===== src/rtl/mem_port_arbiter.sv =====
// rtl/mem_port_arbiter.sv - shares one memory port between instruction fetch and load/store
// Optional build macro: MEM_ARB_ROUND_ROBIN_EN selects round-robin arbitration.
module mem_port_arbiter #(
    parameter int ADDR_W     = 8,
    parameter int DATA_W     = 8,
    parameter int MEM_LAT    = 2,
    parameter int STARVE_MAX = 3
) (
    input  logic              clk,
    input  logic              reset,
    input  logic              if_req,
    input  logic [ADDR_W-1:0] if_addr,
    output logic              if_gnt,
    output logic              if_rvalid,
    output logic [DATA_W-1:0] if_rdata,
    input  logic              ls_req,
    input  logic              ls_we,
    input  logic [ADDR_W-1:0] ls_addr,
    input  logic [DATA_W-1:0] ls_wdata,
    output logic              ls_gnt,
    output logic              ls_rvalid,
    output logic [DATA_W-1:0] ls_rdata,
    output logic              mem_en,
    output logic              mem_we,
    output logic [ADDR_W-1:0] mem_addr,
    output logic [DATA_W-1:0] mem_wdata,
    input  logic [DATA_W-1:0] mem_rdata,
    output logic              busy
);

    typedef enum logic [1:0] {S_IDLE, S_GRANT, S_WAIT, S_RESP} state_t;

    localparam logic [3:0] LAT_LD = 4'(MEM_LAT);

    state_t     state;
    logic       owner_ls;
    logic       acc_we;
    logic [3:0] wait_cnt;
    logic       pick_ls;

`ifdef MEM_ARB_ROUND_ROBIN_EN
    logic rr_ls_next;

    // On contention the side that lost the previous contended round wins.
    always_comb begin
        pick_ls = ls_req & (~if_req | rr_ls_next);
    end
`else
    localparam logic [3:0] STARVE_LIM = 4'(STARVE_MAX);
    logic [3:0] starve_cnt;

    // LS has priority unless IF has already lost STARVE_MAX rounds in a row.
    always_comb begin
        pick_ls = ls_req & ~(if_req & (starve_cnt == STARVE_LIM));
    end
`endif

    always_ff @(posedge clk or posedge reset) begin
        if (reset) begin
            state     <= S_IDLE;
            owner_ls  <= 1'b0;
            acc_we    <= 1'b0;
            wait_cnt  <= '0;
            if_gnt    <= 1'b0;
            ls_gnt    <= 1'b0;
            if_rvalid <= 1'b0;
            ls_rvalid <= 1'b0;
            if_rdata  <= '0;
            ls_rdata  <= '0;
            mem_en    <= 1'b0;
            mem_we    <= 1'b0;
            mem_addr  <= '0;
            mem_wdata <= '0;
            busy      <= 1'b0;
`ifdef MEM_ARB_ROUND_ROBIN_EN
            rr_ls_next <= 1'b1;
`else
            starve_cnt <= '0;
`endif
        end else begin
            if_gnt    <= 1'b0;
            ls_gnt    <= 1'b0;
            if_rvalid <= 1'b0;
            ls_rvalid <= 1'b0;
            mem_en    <= 1'b0;
            case (state)
                S_IDLE: begin
                    if (if_req | ls_req) begin
                        owner_ls  <= pick_ls;
                        acc_we    <= pick_ls & ls_we;
                        mem_en    <= 1'b1;
                        mem_we    <= pick_ls & ls_we;
                        mem_addr  <= pick_ls ? ls_addr : if_addr;
                        mem_wdata <= pick_ls ? ls_wdata : '0;
                        if_gnt    <= ~pick_ls;
                        ls_gnt    <= pick_ls;
                        busy      <= 1'b1;
                        state     <= S_GRANT;
`ifdef MEM_ARB_ROUND_ROBIN_EN
                        if (if_req & ls_req)
                            rr_ls_next <= ~pick_ls;
`else
                        if (!pick_ls)
                            starve_cnt <= '0;
                        else if (if_req && starve_cnt != STARVE_LIM)
                            starve_cnt <= starve_cnt + 4'd1;
`endif
                    end
                end
                S_GRANT: begin
                    mem_we   <= 1'b0;
                    wait_cnt <= LAT_LD;
                    state    <= S_WAIT;
                end
                S_WAIT: begin
                    if (wait_cnt == 4'd1) begin
                        wait_cnt <= '0;
                        state    <= S_RESP;
                        if (owner_ls) begin
                            ls_rvalid <= 1'b1;
                            ls_rdata  <= acc_we ? '0 : mem_rdata;
                        end else begin
                            if_rvalid <= 1'b1;
                            if_rdata  <= mem_rdata;
                        end
                    end else begin
                        wait_cnt <= wait_cnt - 4'd1;
                    end
                end
                S_RESP: begin
                    busy  <= 1'b0;
                    state <= S_IDLE;
                end
                default: state <= S_IDLE;
            endcase
        end
    end

endmodule


===== config.mk =====
export PLATFORM = sky130hd
export DESIGN_NAME = mem_port_arbiter
export DESIGN_NICKNAME = d
export VERILOG_FILES = /design/src/rtl/mem_port_arbiter.sv
export SDC_FILE = /design/constraint.sdc
export NUM_CORES = 1
export LEC_CHECK = 0
export BUFFER_PORTS_ARGS = -buffer_cell sky130_fd_sc_hd__clkbuf_2
export CAP_MARGIN = 20
export CORE_MARGIN = 4
export CORE_UTILIZATION = 35
export CTS_CLUSTER_SIZE = 10
export DETAILED_ROUTE_END_ITERATION = 12
export GPL_ROUTABILITY_DRIVEN = 0
export PLACE_DENSITY = 0.56
export SLEW_MARGIN = 20
export SYNTH_ARGS = -nofsm -noshare
export SYNTH_HDL_FRONTEND = slang
export SYNTH_SLANG_ARGS = --single-unit

===== constraint.sdc =====
create_clock -name clk -period 2 [get_ports clk]
set_input_delay 0.3 -clock clk [delete_from_list [all_inputs] [get_ports clk]]
set_output_delay 0.3 -clock clk [all_outputs]
set_load 0.005 [all_outputs]

==> results of run 1 <==
report_power, final:
group / internal, mW / leakage [nW] / switching, mW / total (mW)
logic: 0.797 / 0.827 / 0.743 / 1.54
registers: 1.47 / 0.645 / 0.284 / 1.75
clock network: 0.412 / 0.0618 / 0.355 / 0.767
total: 2.67 / 1.53 / 1.38 / 4.06
layer usage:
metal | share of wire | vias to the layer above | track usage
met5 | 0 | - | 0
met4 | 0.0075 | 0 | 0.0412
met3 | 0.081 | 5 | 0.0466
met2 | 0.46 | 59 | 0.226
met1 | 0.45 | 840 | 0.177
li1 | - | 871 | -
path summary, 6_finish.rpt:
path	end	slack [ns]	cells past startpoint
max	ls_rdata[4]$_DFFE_PP0P_	0.05	6
min	state[0]$_DFFE_PP0P_	0.006	2
max reg2reg	ls_rdata[4]$_DFFE_PP0P_	0.05	6
min reg2reg	mem_wdata[4]$_DFFE_PP0P_	0.49	2
max in group asynchronous	if_rdata[5]$_DFFE_PP0P_	1.46	3
min in group clk	mem_wdata[5]$_DFFE_PP0P_	0.20	3
worst max-delay path, cell delays in order (launching register included):
cell	delay (ns)
dfrtp_1	0.40
inv_1	0.08
ha_1	0.13
or3b_4	0.40
or3_4	0.36
buf_4	0.17
mux2_4	0.29
cells in the final DEF, fill, tap and decap left out, types with 2 or more instances in the layout:
master / netlist / layout
ha_1: 7 / 7
nor2b_1: 9 / 9
mux2_4: 8 / 8
o2bb2ai_1: 2 / 2
clkbuf_2: 0 / 75
inv_1: 9 / 8
o22a_1: 2 / 2
o211ai_1: 8 / 8
o21ai_0: 16 / 15
nand4_1: 10 / 10
nand2_1: 41 / 41
nand2b_1: 3 / 3
mux2_2: 9 / 9
buf_4: 0 / 8
clkbuf_8: 0 / 6
nor2_1: 2 / 2
dfrtp_1: 51 / 51
buf_12: 0 / 2
mux2i_1: 2 / 2
nand3_1: 3 / 3
area by class of cell:
type,instances,share of cell area
clock buffer,6,0.0280
multi-input combinational,135,0.315
timing repair buffer,86,0.165
tap,77,0.0327
clock inverter,2,0.0132
inverter,10,0.0127
sequential,51,0.433
cell families after synthesis:
logic type	count (synthesis)	synth area share
and+or+nand+nor	77	0.173
AOI/OAI and AO/OA	32	0.0886
adders and majority gates	7	0.0385
buffers and inverters	18	0.0330
DFF	51	0.561
muxes	19	0.106
registers in the layout, indices dropped and copies added (netlist names):
register	cells
busy	1
state	2
ls_gnt	1
if_rdata	8
ls_rvalid	1
owner_ls	1
wait_cnt	4
mem_addr	8
acc_we	1
if_rvalid	1
starve_cnt	4
ls_rdata	8
mem_we	1
mem_wdata	8
if_gnt	1
mem_en	1
timing repair:
item,CTS,global route
gates resized for setup,0,4
buffers inserted,0,0
setup endpoints to repair,0,8
endpoints found under the hold margin,0,0
==> impl_metrics.tcl, run 1 <==
set metrics [dict create \
    worst_pin_slew_ns 0.537 \
    tns_ns 0 \
    wire_per_inst_um 13.8 \
    dr.pass1.iters 4 \
    crit_type "flip-flop to flip-flop" \
    antenna_found_initial 0 \
    arrival_ns 2.15 \
    routed_wl_um 5080 \
    cts_sinks 51 \
    p_per_area_nw_per_um2 1380 \
    grt_pass1_vias 1794 \
    dp_cells 358 \
    multi_input_comb_area_um2 928 \
    syn_area_per_cell_um2 11.2 \
    ff_latch_area_um2 1280 \
    fin_area_um2 2950 \
    dieArea_um2 7850 \
    cts_buffers 5 \
    grt_overflow_total 0 \
    dpl.hpwl_um 3830 \
    grt_max_degree 29 \
    yosys.area.top_type "dfrtp_1" \
    post-route-period-util 0.973 \
    slew_viol_final 0 \
    dpl-instance-area_um2 2810 \
    fmax_mhz 514 \
    synth.distinct_cells 32 \
    status "complete, no violations" \
    crit_required_ns 2.20 \
    final_core_util 0.467 \
    postRouteAntennaNets 0 \
    ys_seq_elements 51 \
    cts.clk_slew.worst_paths_ns 0.10 \
    drt-initial-drc-count 42 \
    synth_commonest_cells "dfrtp_1, nand2_1, o21ai_0, nand4_1" \
    cts_buffer_depth 2 \
    viasPerCell 4.84 \
    syn_inst 204 \
    cts_tree "built" \
    grt_pass1_wl_um 8410 \
    rsz0062_at_grt "true" \
    hp-class "primary input to asynchronous set/reset pin" \
    synth-edff-count 0 \
    grt_usage 0.139 \
    fillCellCount 633 \
    r2r-start "wait_cnt[1]$_DFFE_PP0P_" \
    synth.most_common_cell "dfrtp_1" \
    drive_above_1_share 0.397 \
    end_kind "flip-flop" \
    fin_skew_ns 0.0150 \
    syn_area_um2 2270 \
    vdd_drop_max_mv 0.516 \
    die_h_um 88.6 \
    finalHoldViolations 0 \
    syn_to_final_growth_pct 29.5 \
    final_nets 333 \
    core-area_um2 6310 \
    slew_headroom 0.642 \
    h-tree-depth 2 \
    clkLatencyLatePin_ns 0.31 \
    synth-main-ff-cell "dfrtp_1" \
    seq_area_frac_synth 0.561 \
    io_buffers 75 \
    synth-async-reset-ratio 1.00 \
    die_x_um 88.6 \
    leakagePower_nw 1.53 \
    ioPinCount 76 \
    n_antenna_cell 0 \
    worst_slack_ns 0.0537 \
    stdcell_count 367 \
    pre_cts_ws_ns 0.0720 \
    num_rows 29 \
    setup_viol 0 \
    cp_max_fo 4 \
    max_cap_viol_count 0 \
    drc_errors 0 \
    yosys_warnings 0 \
    cts_root_buffer "clkbuf_8" \
    synth_top_area_frac 0.561 \
    synth_area_leaders "dfrtp_1, nand2_1, mux2_4" \
    whs_ns 0.00619 \
    cp-startpoint "wait_cnt[1]$_DFFE_PP0P_" \
    p_total_mw 4.06 \
    vias 1775 \
    syn_nets 248 \
    initial_core_util 0.360 \
    post_cts_hold_buffer_count 0 \
    period_needed_ns 1.95 \
    critPathLaunchType "flip-flop" \
]
Note: power is estimated with default switching activity, not from simulation.
==> run 2, diff against run 1 <==
--- a/config.mk
+++ b/config.mk
@@ -8,12 +8,11 @@
 export BUFFER_PORTS_ARGS = -buffer_cell sky130_fd_sc_hd__clkbuf_2
 export CAP_MARGIN = 20
 export CORE_MARGIN = 4
-export CORE_UTILIZATION = 35
+export CORE_UTILIZATION = 45
 export CTS_CLUSTER_SIZE = 10
 export DETAILED_ROUTE_END_ITERATION = 12
 export GPL_ROUTABILITY_DRIVEN = 0
-export PLACE_DENSITY = 0.56
-export SLEW_MARGIN = 20
+export PLACE_DENSITY = 0.7
 export SYNTH_ARGS = -nofsm -noshare
 export SYNTH_HDL_FRONTEND = slang
 export SYNTH_SLANG_ARGS = --single-unit
==> impl_metrics.tcl, run 2 (synthesis gave the netlist of run 1 again) <==
set metrics [dict create \
    status "complete, but fails checks" \
    failed_checks "negative hold slack" \
    grt_pass1_vias 1716 \
    p_int_mw 2.64 \
    mostFrequentLayoutCell "clkbuf_2" \
    final_nets 332 \
    crit_required_ns 2.19 \
    cp-startpoint "wait_cnt[1]$_DFFE_PP0P_" \
    finalHoldViolations 9 \
    clkLatencyLatePin_ns 0.30 \
    dieArea_um2 6260 \
    antenna_found_initial 0 \
    clock_power_share 0.178 \
    cp_max_fo 9 \
    cts.clk_slew.worst_paths_ns 0.09 \
    drt-initial-drc-count 42 \
    leakagePower_nw 1.52 \
    cts_buffer_depth 2 \
    dr.pass1.iters 4 \
    setup_viol 0 \
    io_buffers 75 \
    viasPerCell 4.95 \
    routed_wl_um 4790 \
    arrival_ns 2.10 \
    grt_usage 0.162 \
    grt_max_degree 31 \
    p_per_area_nw_per_um2 1370 \
    core-area_um2 4820 \
    drc_errors 0 \
    whs_ns -0.00364 \
    vdd_drop_max_mv 0.585 \
    r2r-end "ls_rdata[4]$_DFFE_PP0P_" \
    vias 1761 \
    cts_tree "built" \
    post_cts_hold_buffer_count 0 \
    post-route-period-util 0.956 \
    rsz0062_at_grt "false" \
    end_kind "flip-flop" \
    r2r-start "wait_cnt[1]$_DFFE_PP0P_" \
    cts_root_buffer "clkbuf_8" \
    n_antenna_cell 0 \
    critPathLaunchType "flip-flop" \
    layout_common_cells "clkbuf_2, dfrtp_1, nand2_1" \
    crit_type "flip-flop to flip-flop" \
    dpl.hpwl_um 3620 \
    r2r_setup_slack_ns 0.09 \
    slowest_delay_ns 0.41 \
    wire_per_inst_um 13.4 \
    fin_skew_ns 0.00584 \
    max_cap_viol_count 0 \
    cts_sinks 51 \
    seq_power_share 0.436 \
    syn_to_final_growth_pct 28.1 \
    swShare 0.341 \
    worst_pin_slew_ns 0.487 \
    grt_overflow_total 0 \
    hp-class "primary input to asynchronous set/reset pin" \
    slew_viol_final 0 \
    slew_headroom 0.675 \
    h-tree-depth 2 \
    worstPathCellList "inv_2 -> ha_1 -> or3b_4 -> or3_1 -> buf_6 -> mux2_4" \
    switchingPower_mw 1.36 \
    period_needed_ns 1.91 \
    drive_above_1_share 0.394 \
    num_rows 25 \
    postRouteAntennaNets 0 \
    ioPinCount 76 \
    die_h_um 79.1 \
    grt_pass1_wl_um 8090 \
    initial_core_util 0.472 \
    die_x_um 79.1 \
    tns_ns 0 \
    p_comb_frac 0.386 \
    cp_slowest_cell "dfrtp_1" \
    reg2regPathDepth 6 \
    cts_buffers 5 \
    fmax_mhz 523 \
    fillCellCount 458 \
]
==> run 2: cell types whose count changed in the layout (fill, tap and decap cells not counted) <==
cell / delta
clkbuf_8: -1
clkinv_2: +1
inv_1: -1
or3_1: +1
clkinv_4: +1
inv_2: +1
or3_4: -1
buf_4: -1
inv_6: -1
==> run 2: stage by stage <==
stage | power (mW) | util | std cells | instance area, µm² | setup slack (ns)
floorplan | 2.65 | - | 204 | 2270 | 0.160
global placement | 3.29 | 0.581 | 348 | 2800 | 0.107
detailed placement | 3.34 | 0.581 | 348 | 2800 | 0.0591
CTS | 4.07 | 0.604 | 356 | 2910 | 0.0470
global route | 4.34 | 0.605 | 356 | 2910 | 0.0201
finish | 4.00 | 0.605 | 356 | 2910 | 0.0878
==> run 2: worst max-delay path, delay by kind of cell, from the launching register on <==
kind	cells	cell delay, ns
mux	1	0.29
flops	1	0.41
simple gates	2	0.74
buf+inv	2	0.23
fa+ha+maj	1	0.13
==> run 2: what timing repair did <==
item	4_1_cts	5_1_grt
setup endpoints to repair	0	8
gates resized for setup	0	2
endpoints found under the hold margin	0	0
setup buffers	0	0
==> run 2: cell type report <==
cell class,count,area (µm²),share of cell area
sequential,51,1280,0.438
multi-input combinational,135,923,0.317
timing repair buffer,85,479,0.165
tap,67,83.8,0.0288
clock buffer,5,68.8,0.0236
clock inverter,3,43.8,0.0150
inverter,10,37.5,0.0129
==> run 2: power by group through the flow <==
stage / Sequential (mW) / Clock [mW] / Combinational [mW]
after CTS: 1.75 / 0.740 / 1.58
after floorplan: 1.76 / 0 / 0.894
after global routing: 1.81 / 0.788 / 1.74
final: 1.75 / 0.711 / 1.54
after global placement: 1.76 / 0 / 1.53
after detailed placement: 1.76 / 0 / 1.58
==> run 2: routing by layer <==
metal  vias to the layer above  global-route usage  part of all wire
li1                        868                   -                 -
met1                       832               0.216              0.46
met4                         0              0.0361            0.0061
met3                         3              0.0420             0.066
met5                         -                   0                 0
met2                        58               0.266              0.47
==> run 2: worst max path at each step <==
stage,end,cells after the start
after floorplan,ls_rdata[0]$_DFFE_PP0P_,6
after global placement,ls_rdata[7]$_DFFE_PP0P_,6
after detailed placement,ls_rdata[7]$_DFFE_PP0P_,6
after CTS,ls_rdata[4]$_DFFE_PP0P_,6
after global routing,ls_rdata[4]$_DFFE_PP0P_,6
final,ls_rdata[4]$_DFFE_PP0P_,6
